--- src/rtl/xor_gate_pkg.sv ---
// -----------------------------------------------------------------------------
// xor_gate_pkg
//   Shared constants and helpers for the xor_gate block.
//
//   DEF_WIDTH  : default operand/result width of xor_gate.
//   DEF_CNT_W  : default width of the saturating mismatch counter.
//   sat_max    : all-ones value for a counter of a given width.
//   sat_step   : next value of an unsigned saturating up-counter.
// -----------------------------------------------------------------------------
package xor_gate_pkg;

  localparam int DEF_WIDTH = 1;
  localparam int DEF_CNT_W = 8;

  // Largest value a counter of CNT_W bits can hold (all ones).
  function automatic logic [31:0] sat_max(input int cnt_w);
    logic [31:0] max_v;
    max_v = '0;
    for (int i = 0; i < cnt_w && i < 32; i++) begin
      max_v[i] = 1'b1;
    end
    return max_v;
  endfunction

  // Unsigned saturating increment: returns cur+1 unless cur is already
  // at max_v, in which case it returns cur unchanged.
  function automatic logic [31:0] sat_step(input logic [31:0] cur,
                                           input logic [31:0] max_v);
    logic [31:0] nxt;
    if (cur == max_v) begin
      nxt = cur;
    end else begin
      nxt = cur + 32'd1;
    end
    return nxt;
  endfunction

endpackage : xor_gate_pkg

--- src/rtl/xor_sat_counter.sv ---
// -----------------------------------------------------------------------------
// xor_sat_counter
//   Unsigned up-counter that saturates at all ones instead of wrapping.
//
//   Parameters
//     WIDTH : counter width in bits (>= 1, <= 32).
//   Ports
//     clk    in   1      rising-edge clock
//     rst_n  in   1      asynchronous active-low reset, clears count to 0
//     inc    in   1      count one on this edge (if not saturated)
//     count  out  WIDTH  current count
// -----------------------------------------------------------------------------
module xor_sat_counter
  import xor_gate_pkg::*;
#(
  parameter int WIDTH = DEF_CNT_W
) (
  input  logic             clk,
  input  logic             rst_n,
  input  logic             inc,
  output logic [WIDTH-1:0] count
);

  localparam logic [31:0] MAX_32 = sat_max(WIDTH);

  logic [WIDTH-1:0] count_reg;
  logic [WIDTH-1:0] count_next;
  logic [31:0]      count_ext;
  logic [31:0]      step_ext;

  // Do the saturating step in a fixed 32-bit domain so the helper can be
  // shared by any counter width; the upper bits are always zero.
  assign count_ext = 32'(count_reg);
  assign step_ext  = sat_step(count_ext, MAX_32);

  always_comb begin
    count_next = count_reg;
    if (inc) begin
      count_next = step_ext[WIDTH-1:0];
    end
  end

  always_ff @(posedge clk or negedge rst_n) begin
    if (!rst_n) begin
      count_reg <= '0;
    end else begin
      count_reg <= count_next;
    end
  end

  assign count = count_reg;

  // Upper bits of the 32-bit step are unused by construction when WIDTH < 32.
  logic unused_step;
  assign unused_step = ^step_ext;

endmodule : xor_sat_counter

--- src/rtl/xor_gate.sv ---
// -----------------------------------------------------------------------------
// xor_gate
//   Bitwise XOR of two operands with a registered copy, registered parity,
//   a change-detect pulse and a saturating count of mismatching cycles.
//
//   Parameters
//     WIDTH : operand/result width (default DEF_WIDTH).
//     CNT_W : mismatch counter width (default DEF_CNT_W).
//   Ports
//     clk       in   1      rising-edge clock
//     rst_n     in   1      asynchronous active-low reset (synchronised
//                           externally; no synchroniser in this block)
//     a         in   WIDTH  first operand
//     b         in   WIDTH  second operand
//     y         out  WIDTH  combinational a ^ b, independent of clk/rst_n
//     y_q       out  WIDTH  y registered one cycle
//     parity_q  out  1      registered reduction XOR of y
//     toggle    out  1      high for one cycle after y_q changes value
//     diff_cnt  out  CNT_W  saturating count of edges with y nonzero
// -----------------------------------------------------------------------------
module xor_gate
  import xor_gate_pkg::*;
#(
  parameter int WIDTH = DEF_WIDTH,
  parameter int CNT_W = DEF_CNT_W
) (
  input  logic             clk,
  input  logic             rst_n,
  input  logic [WIDTH-1:0] a,
  input  logic [WIDTH-1:0] b,
  output logic [WIDTH-1:0] y,
  output logic [WIDTH-1:0] y_q,
  output logic             parity_q,
  output logic             toggle,
  output logic [CNT_W-1:0] diff_cnt
);

  logic [WIDTH-1:0] y_comb;
  logic [WIDTH-1:0] par_chain;

  // Per-bit XOR and a running parity chain; par_chain[WIDTH-1] is ^y.
  genvar gi;
  generate
    for (gi = 0; gi < WIDTH; gi++) begin : g_bit
      assign y_comb[gi] = a[gi] ^ b[gi];
      if (gi == 0) begin : g_first
        assign par_chain[gi] = y_comb[gi];
      end else begin : g_rest
        assign par_chain[gi] = par_chain[gi-1] ^ y_comb[gi];
      end
    end
  endgenerate

  assign y = y_comb;

  logic [WIDTH-1:0] y_q_reg;
  logic [WIDTH-1:0] y_q_next;
  logic             parity_reg;
  logic             parity_next;
  logic             toggle_reg;
  logic             toggle_next;
  logic             y_nonzero;

  // The toggle flag is computed from the value about to be loaded versus
  // the value currently held, so it rises in the same cycle y_q shows the
  // new value. Reset leaves y_q at 0, so the first load after reset pulses
  // only when it loads something nonzero.
  always_comb begin
    y_q_next    = y_comb;
    parity_next = par_chain[WIDTH-1];
    toggle_next = (y_comb != y_q_reg);
  end

  always_ff @(posedge clk or negedge rst_n) begin
    if (!rst_n) begin
      y_q_reg    <= '0;
      parity_reg <= 1'b0;
      toggle_reg <= 1'b0;
    end else begin
      y_q_reg    <= y_q_next;
      parity_reg <= parity_next;
      toggle_reg <= toggle_next;
    end
  end

  assign y_q      = y_q_reg;
  assign parity_q = parity_reg;
  assign toggle   = toggle_reg;

  assign y_nonzero = |y_comb;

  xor_sat_counter #(
    .WIDTH (CNT_W)
  ) u_cnt (
    .clk   (clk),
    .rst_n (rst_n),
    .inc   (y_nonzero),
    .count (diff_cnt)
  );

endmodule : xor_gate

--- config.mk ---
export PLATFORM = sky130hd
export DESIGN_NAME = xor_gate
export DESIGN_NICKNAME = d
export VERILOG_FILES = /design/src/rtl/xor_gate_pkg.sv /design/src/rtl/xor_sat_counter.sv /design/src/rtl/xor_gate.sv
export SDC_FILE = /design/constraint.sdc
export NUM_CORES = 1
export LEC_CHECK = 0
export CAP_MARGIN = 20
export CORE_AREA = 10 10 47 49
export CTS_BUF_LIST = sky130_fd_sc_hd__clkbuf_8
export CTS_CLUSTER_DIAMETER = 50
export DETAILED_ROUTE_END_ITERATION = 10
export DIE_AREA = 0 0 57 59
export DONT_BUFFER_PORTS = 1
export PLACE_DENSITY = 0.51
export REMOVE_ABC_BUFFERS = 1
export SYNTH_ARGS = -nofsm -noshare
export SYNTH_HDL_FRONTEND = slang
export SYNTH_SLANG_ARGS = --single-unit
--- constraint.sdc ---
create_clock -name clk -period 1.81 [get_ports clk]
set_clock_uncertainty 0.2 [all_clocks]
set_input_delay 0.2715 -clock clk [delete_from_list [all_inputs] [get_ports clk]]
set_output_delay 0.2715 -clock clk [all_outputs]
set_load 0.05 [all_outputs]
==> run_results.csv, run 1 <==
group,metric,value,unit
finish,nets,58,
floorplan,core_area,1400,um^2
sta,finalSetupViolations,0,
cts,cts_made_buffers,3,
pwr,p_leak,0.274,nW
yosys,synthesis.area,449,um^2
yosys,yosys.area_share.adder,0.0279,
global_route,gr-usage-all-layers,0.0650,
worst_setup_path,crit_arrival,1.51,ns
sta,hold_viol,0,
placed_design,gp_congestion,0.704,
finish,largest_register_ffs,8,
finish,diodes,0,
sta,worst_slew_pin_slew,0.472,ns
yosys,synth_seq_cells,10,
yosys,synth-compound-area-share,0.100,
worst_setup_path,worstSetupStartpointType,"flip-flop",
worst_setup_path,setup.worst_path.end_class,"flip-flop",
finish,stdcell_count,67,
yosys,synth_most_common_cell,"dfrtp_1",
finish,drive_gt1_frac,0.314,
sta,max_freq,627,MHz
cts,root_buffer,"clkbuf_8",
placed_design,dpl_cell_area,544,um^2
yosys,synth.distinct_cells,18,
sta,slew_viol_final,0,
cts,holdBufCountCts,1,
yosys,yosysWarnings,0,
placed_design,io_buffer_count,0,
global_route,grt-ovfl-total,0,
cts,cts.htree.levels,1,
route,viasPerCell,4.94,
yosys,synth_edf_count,0,
yosys,netlist_top_cells_count,"dfrtp_1 (10), a21oi_1 (3), nand3_1 (3), xnor2_1 (3)",
floorplan,rows,14,
placed_design,place.detailed.hpwl,841,um
sta,fin_crit_sh,0.881,
route,dr.pass1.iters,4,
sta,fin_crit,1.59,ns
global_route,first_global_vias,343,
min_path,hold_path_class,"input port to flip-flop",
global_route,antenna_found_initial,0,
floorplan,initial_utilization,0.321,
worst_setup_path,worstPathRequired,1.72,ns
sta,relSlewSlack,0.685,
global_route,grt_pass1_wl,1700,um
worst_setup_path,critPathKind,"flip-flop to flip-flop",
yosys,synth_area_leaders,"dfrtp_1 (56%), xnor2_1 (5.8%), xor2_2 (3.6%), a21oi_1 (3.3%), nand3_1 (3.3%)",
placed_design,dp_cells,63,
route,ant_nets,0,
pwr,power_density,2160,nW/um^2
cts,cts_buffer_depth,2,
pwr,vdd.ir_drop.worst,0.720,mV
floorplan,die_height,59,um
yosys,synthXorXnorAreaFrac,0.114,
yosys,synth_ff_type,"dfrtp_1",
yosys,synthCells,37,
yosys,synth_top_area_frac,0.557,
floorplan,io_pins,16,
status,status,"finished, final reports clean",
cts,cts_tree,"yes",
yosys,synth_mux_area_frac,0.0585,
yosys,synth-seq-area-share,0.557,
cts,cts_resized,0,
cts,clk_pin_slew_worst_paths,0.05,ns
cts,cts_setup_buffers,0,
flow_run,drv_cap,0,
yosys,synth_area_per_cell,12.1,um^2
yosys,yosysTopAreaCell,"dfrtp_1",
sta,fin_setup_tns,0,ns
yosys,ys_async_sr_fraction,1.00,
route,wl_per_cell,15.7,um
floorplan,die_area,3360,um^2
sta,rsz0062_at_grt,"no",
yosys,yosys.area_share.simple,0.125,
route,drc,0,
floorplan,die_w,57,um
route,via_count,331,
route,postRouteWirelength,1050,um
global_route,grt_max_degree,11,
cts,clk_latency,0.23,ns
cts,cts_sinks,10,
yosys,synth_top_family_by_area,"simple AND/OR/NAND/NOR gates",
finish,area_growth,32.6,%
worst_setup_path,worst-path-max-fanout,4,
finish,final_area,596,um^2
route,drt_first_iter_violations,9,
-- per-stage QoR --
| stage | total power [mW] | worst slack, ns | hold WS [ns] | utilization |
|---|---|---|---|---|
| 6_report | 1.29 | 0.216 | 0.158 | 0.425 |
| 5_1_grt | 1.36 | 0.133 | 0.165 | 0.425 |
| 4_1_cts | 1.30 | 0.216 | 0.159 | 0.425 |
| 3_5_place_dp | 1.07 | 0.226 | -0.224 | 0.388 |
| 3_3_place_gp | 1.04 | 0.259 | -0.224 | 0.388 |
| 2_1_floorplan | 0.860 | -0.184 | -0.224 | - |
-- per-layer routing --
metal	vias to the layer above	global-route usage	routed length, um
li1	160	-	-
met1	160	0.0610	410
met2	11	0.113	544
met3	0	0.0365	96
met4	0	0.0302	0
met5	-	0	0
-- layout by cell type (no fill, tap or decap) --
master,n
o21ai_0,1
clkbuf_8,3
mux2_4,1
xor2_1,1
o22a_1,1
nand2_1,2
mux2_1,1
a21oi_1,3
dfrtp_1,10
nand3_1,3
xnor2_1,3
a31oi_1,1
and3_1,2
xor2_2,1
o21ai_1,2
buf_4,11
and4_1,1
dlygate4sd3_1,1
ha_1,1
nor2b_1,2
-- power breakdown --
part           switching (mW)  internal [mW]  total, mW  leakage (nW)
logic                   0.476          0.207      0.682         0.131
registers              0.0664          0.311      0.377         0.122
clock network          0.0814          0.145      0.227        0.0216
-- worst max-delay path: stages (launching register included) --
cell and delay, ns:
dfrtp_1 0.35, buf_4 0.21, and4_1 0.28, nand3_1 0.12
mux2_4 0.31
-- area by class of cell --
class                      instances  area, um^2
sequential                        10         250
multi-input combinational         26         191
tap                               16        20.0
timing repair buffer              12        92.6
clock buffer                       3        41.3
fill                             144         806
-- worst paths after layout --
check	cells past startpoint	endpoint	slack (ns)	start
setup / recovery	4	u_cnt.count[5]	0.22	u_cnt.count[1]
hold / removal	2	parity_q	0.16	a
setup reg to reg	4	u_cnt.count[5]	0.22	u_cnt.count[1]
hold reg to reg	1	toggle	0.26	parity_q
max in group asynchronous	1	u_cnt.count[4]	0.85	rst_n
min in group asynchronous	1	toggle	0.23	rst_n
-- cells by family (layout without fill, tap and decap cells) --
logic type      count (synthesis)  in the layout
xor+xnor                        5              5
flops                          10             10
mux                             2              2
buf+inv                         1             15
compound gates                  8              8
fa+ha+maj                       1              1
simple gates                   10             10
Power figures use the tool's default switching activity.
==> run 2, diff against run 1 <==
--- a/config.mk
+++ b/config.mk
@@ -5,12 +5,12 @@
 export SDC_FILE = /design/constraint.sdc
 export NUM_CORES = 1
 export LEC_CHECK = 0
-export CAP_MARGIN = 20
-export CORE_AREA = 10 10 47 49
+export CAP_MARGIN = 40
+export CORE_AREA = 2 2 39 41
 export CTS_BUF_LIST = sky130_fd_sc_hd__clkbuf_8
 export CTS_CLUSTER_DIAMETER = 50
 export DETAILED_ROUTE_END_ITERATION = 10
-export DIE_AREA = 0 0 57 59
+export DIE_AREA = 0 0 41 43
 export DONT_BUFFER_PORTS = 1
 export PLACE_DENSITY = 0.51
 export REMOVE_ABC_BUFFERS = 1
==> run_results.csv, run 2 (synthesized netlist as in run 1, its figures left out) <==
group,metric,value,unit
sta,fin_setup_tns,0,ns
cts,cts_made_buffers,3,
floorplan,io_pins,16,
finish,largest_register_ffs,8,
cts,clk_pin_slew_worst_paths,0.05,ns
placed_design,place.detailed.hpwl,737,um
floorplan,rows,14,
worst_setup_path,worst-path-max-fanout,4,
sta,relSlewSlack,0.700,
cts,cts_buffer_depth,2,
cts,cts_sinks,10,
sta,fin_crit_sh,0.888,
worst_setup_path,worstSetupStartpointType,"flip-flop",
min_path,min-delay-start,"a",
sta,finalSetupViolations,0,
route,drc,0,
sta,rsz0062_at_grt,"no",
sta,hold_viol,0,
pwr,p_clk_frac,0.208,
floorplan,core_area,1380,um^2
pwr,power_switching,0.624,mW
cts,root_buffer,"clkbuf_8",
global_route,grt_max_degree,11,
worst_setup_path,crit_buf_inv,1,
pwr,power_density,2180,nW/um^2
finish,area_growth,35.7,%
worst_setup_path,crit_arrival,1.52,ns
worst_setup_path,worstPathRequired,1.73,ns
global_route,grt-ovfl-total,0,
route,drt_first_iter_violations,5,
route,wl_per_cell,13.8,um
worst_setup_path,setup.worst_path.end_class,"flip-flop",
finish,stdcell_count,68,
global_route,grt_pass1_wl,1530,um
pwr,p_int,0.707,mW
floorplan,die_w,41,um
route,ant_nets,0,
sta,max_freq,622,MHz
cts,cts.htree.levels,1,
sta,worst_slew_pin_slew,0.449,ns
cts,cts_tree,"yes",
pwr,p_leak,0.282,nW
worst_setup_path,rrSetupSlack,0.20,ns
placed_design,pre_cts_ws,0.214,ns
route,via_count,338,
flow_run,drv_cap,0,
floorplan,initial_utilization,0.325,
finish,drive_gt1_frac,0.327,
route,postRouteWirelength,941,um
route,viasPerCell,4.97,
finish,final_common_cell,"buf_4",
pwr,swShare,0.469,
floorplan,die_height,43,um
status,status,"finished, final reports clean",
finish,nets,58,
worst_setup_path,crit_slowest_cell,"dfrtp_1",
route,dr.pass1.iters,4,
placed_design,dp_cells,63,
global_route,gr-usage-all-layers,0.136,
pwr,seq_power_share,0.282,
pwr,vdd.ir_drop.worst,0.884,mV
worst_setup_path,critPathKind,"flip-flop to flip-flop",
placed_design,io_buffer_count,0,
min_path,hold_path_class,"input port to flip-flop",
sta,slew_viol_final,0,
global_route,antenna_found_initial,0,
finish,layout_common_cells,"buf_4 (11), dfrtp_1 (10), clkbuf_8 (4)",
worst_setup_path,regToRegStartpoint,"u_cnt.count[1]",
finish,diodes,0,
worst_setup_path,crit_chain,"buf_4 > and4_1 > nand3_1 > mux2_4",
global_route,first_global_vias,369,
sta,fin_crit,1.61,ns
placed_design,gp_congestion,0.743,
worst_setup_path,max_stage_delay,0.36,ns
pwr,combPwrFrac,0.509,
worst_setup_path,setup.worst_path.start,"u_cnt.count[1]",
cts,clk_latency,0.23,ns
worst_setup_path,path_delay_family,"simple AND/OR/NAND/NOR gates",
sta,setup_ws,0.203,ns
floorplan,die_area,1760,um^2
==> run 2: metal layers <==
metal / up-vias / GRT usage / share of wire
met1: 162 / 0.144 / 0.39
met2: 11 / 0.209 / 0.52
li1: 160 / - / -
met5: - / 0 / 0
met3: 5 / 0.0471 / 0.063
met4: 0 / 0.100 / 0.024
==> run 2: worst paths after layout <==
check                                 end  cells after the start
setup / recovery           u_cnt.count[5]                      4
max in group asynchronous  u_cnt.count[6]                      1
hold reg to reg                    toggle                      1
min in group asynchronous        parity_q                      1
hold / removal             u_cnt.count[2]                      3
setup reg to reg           u_cnt.count[5]                      4
==> run 2: area by class of cell <==
class | count | area [um^2]
fillers | 132 | 774
flip-flops and latches | 10 | 250
multi-input cells | 26 | 191
repair buffers | 12 | 92.6
clock buffers | 4 | 55.1
well taps | 16 | 20.0
==> run 2: worst min-delay path, delay by kind of cell <==
| kind | cells | cell delay [ns] |
|---|---|---|
| compound gates | 2 | 0.19 |
| xor+xnor | 1 | 0.07 |
==> run 2: repair_timing <==
action,in CTS,in global routing
hold buffers,1,0
resized for setup,0,0
setup buffers,0,0
hold endpoints to repair,10,0
==> run 2: metrics by stage <==
stage	hold slack (ns)	total power [mW]	util	cell area, um^2
floorplan	-0.224	0.860	-	442
global placement	-0.224	1.03	0.393	544
detailed placement	-0.224	1.06	0.393	544
CTS	0.137	1.35	0.440	609
global route	0.168	1.41	0.440	609
finish	0.139	1.33	0.440	609
==> run 2: power by group through the flow <==
| stage | clock network (mW) | logic [mW] | registers, mW |
|---|---|---|---|
| global placement | 0 | 0.660 | 0.374 |
| floorplan | 0 | 0.165 | 0.695 |
| global route | 0.300 | 0.725 | 0.384 |
| finish | 0.277 | 0.678 | 0.376 |
| CTS | 0.285 | 0.685 | 0.376 |
| detailed placement | 0 | 0.677 | 0.379 |
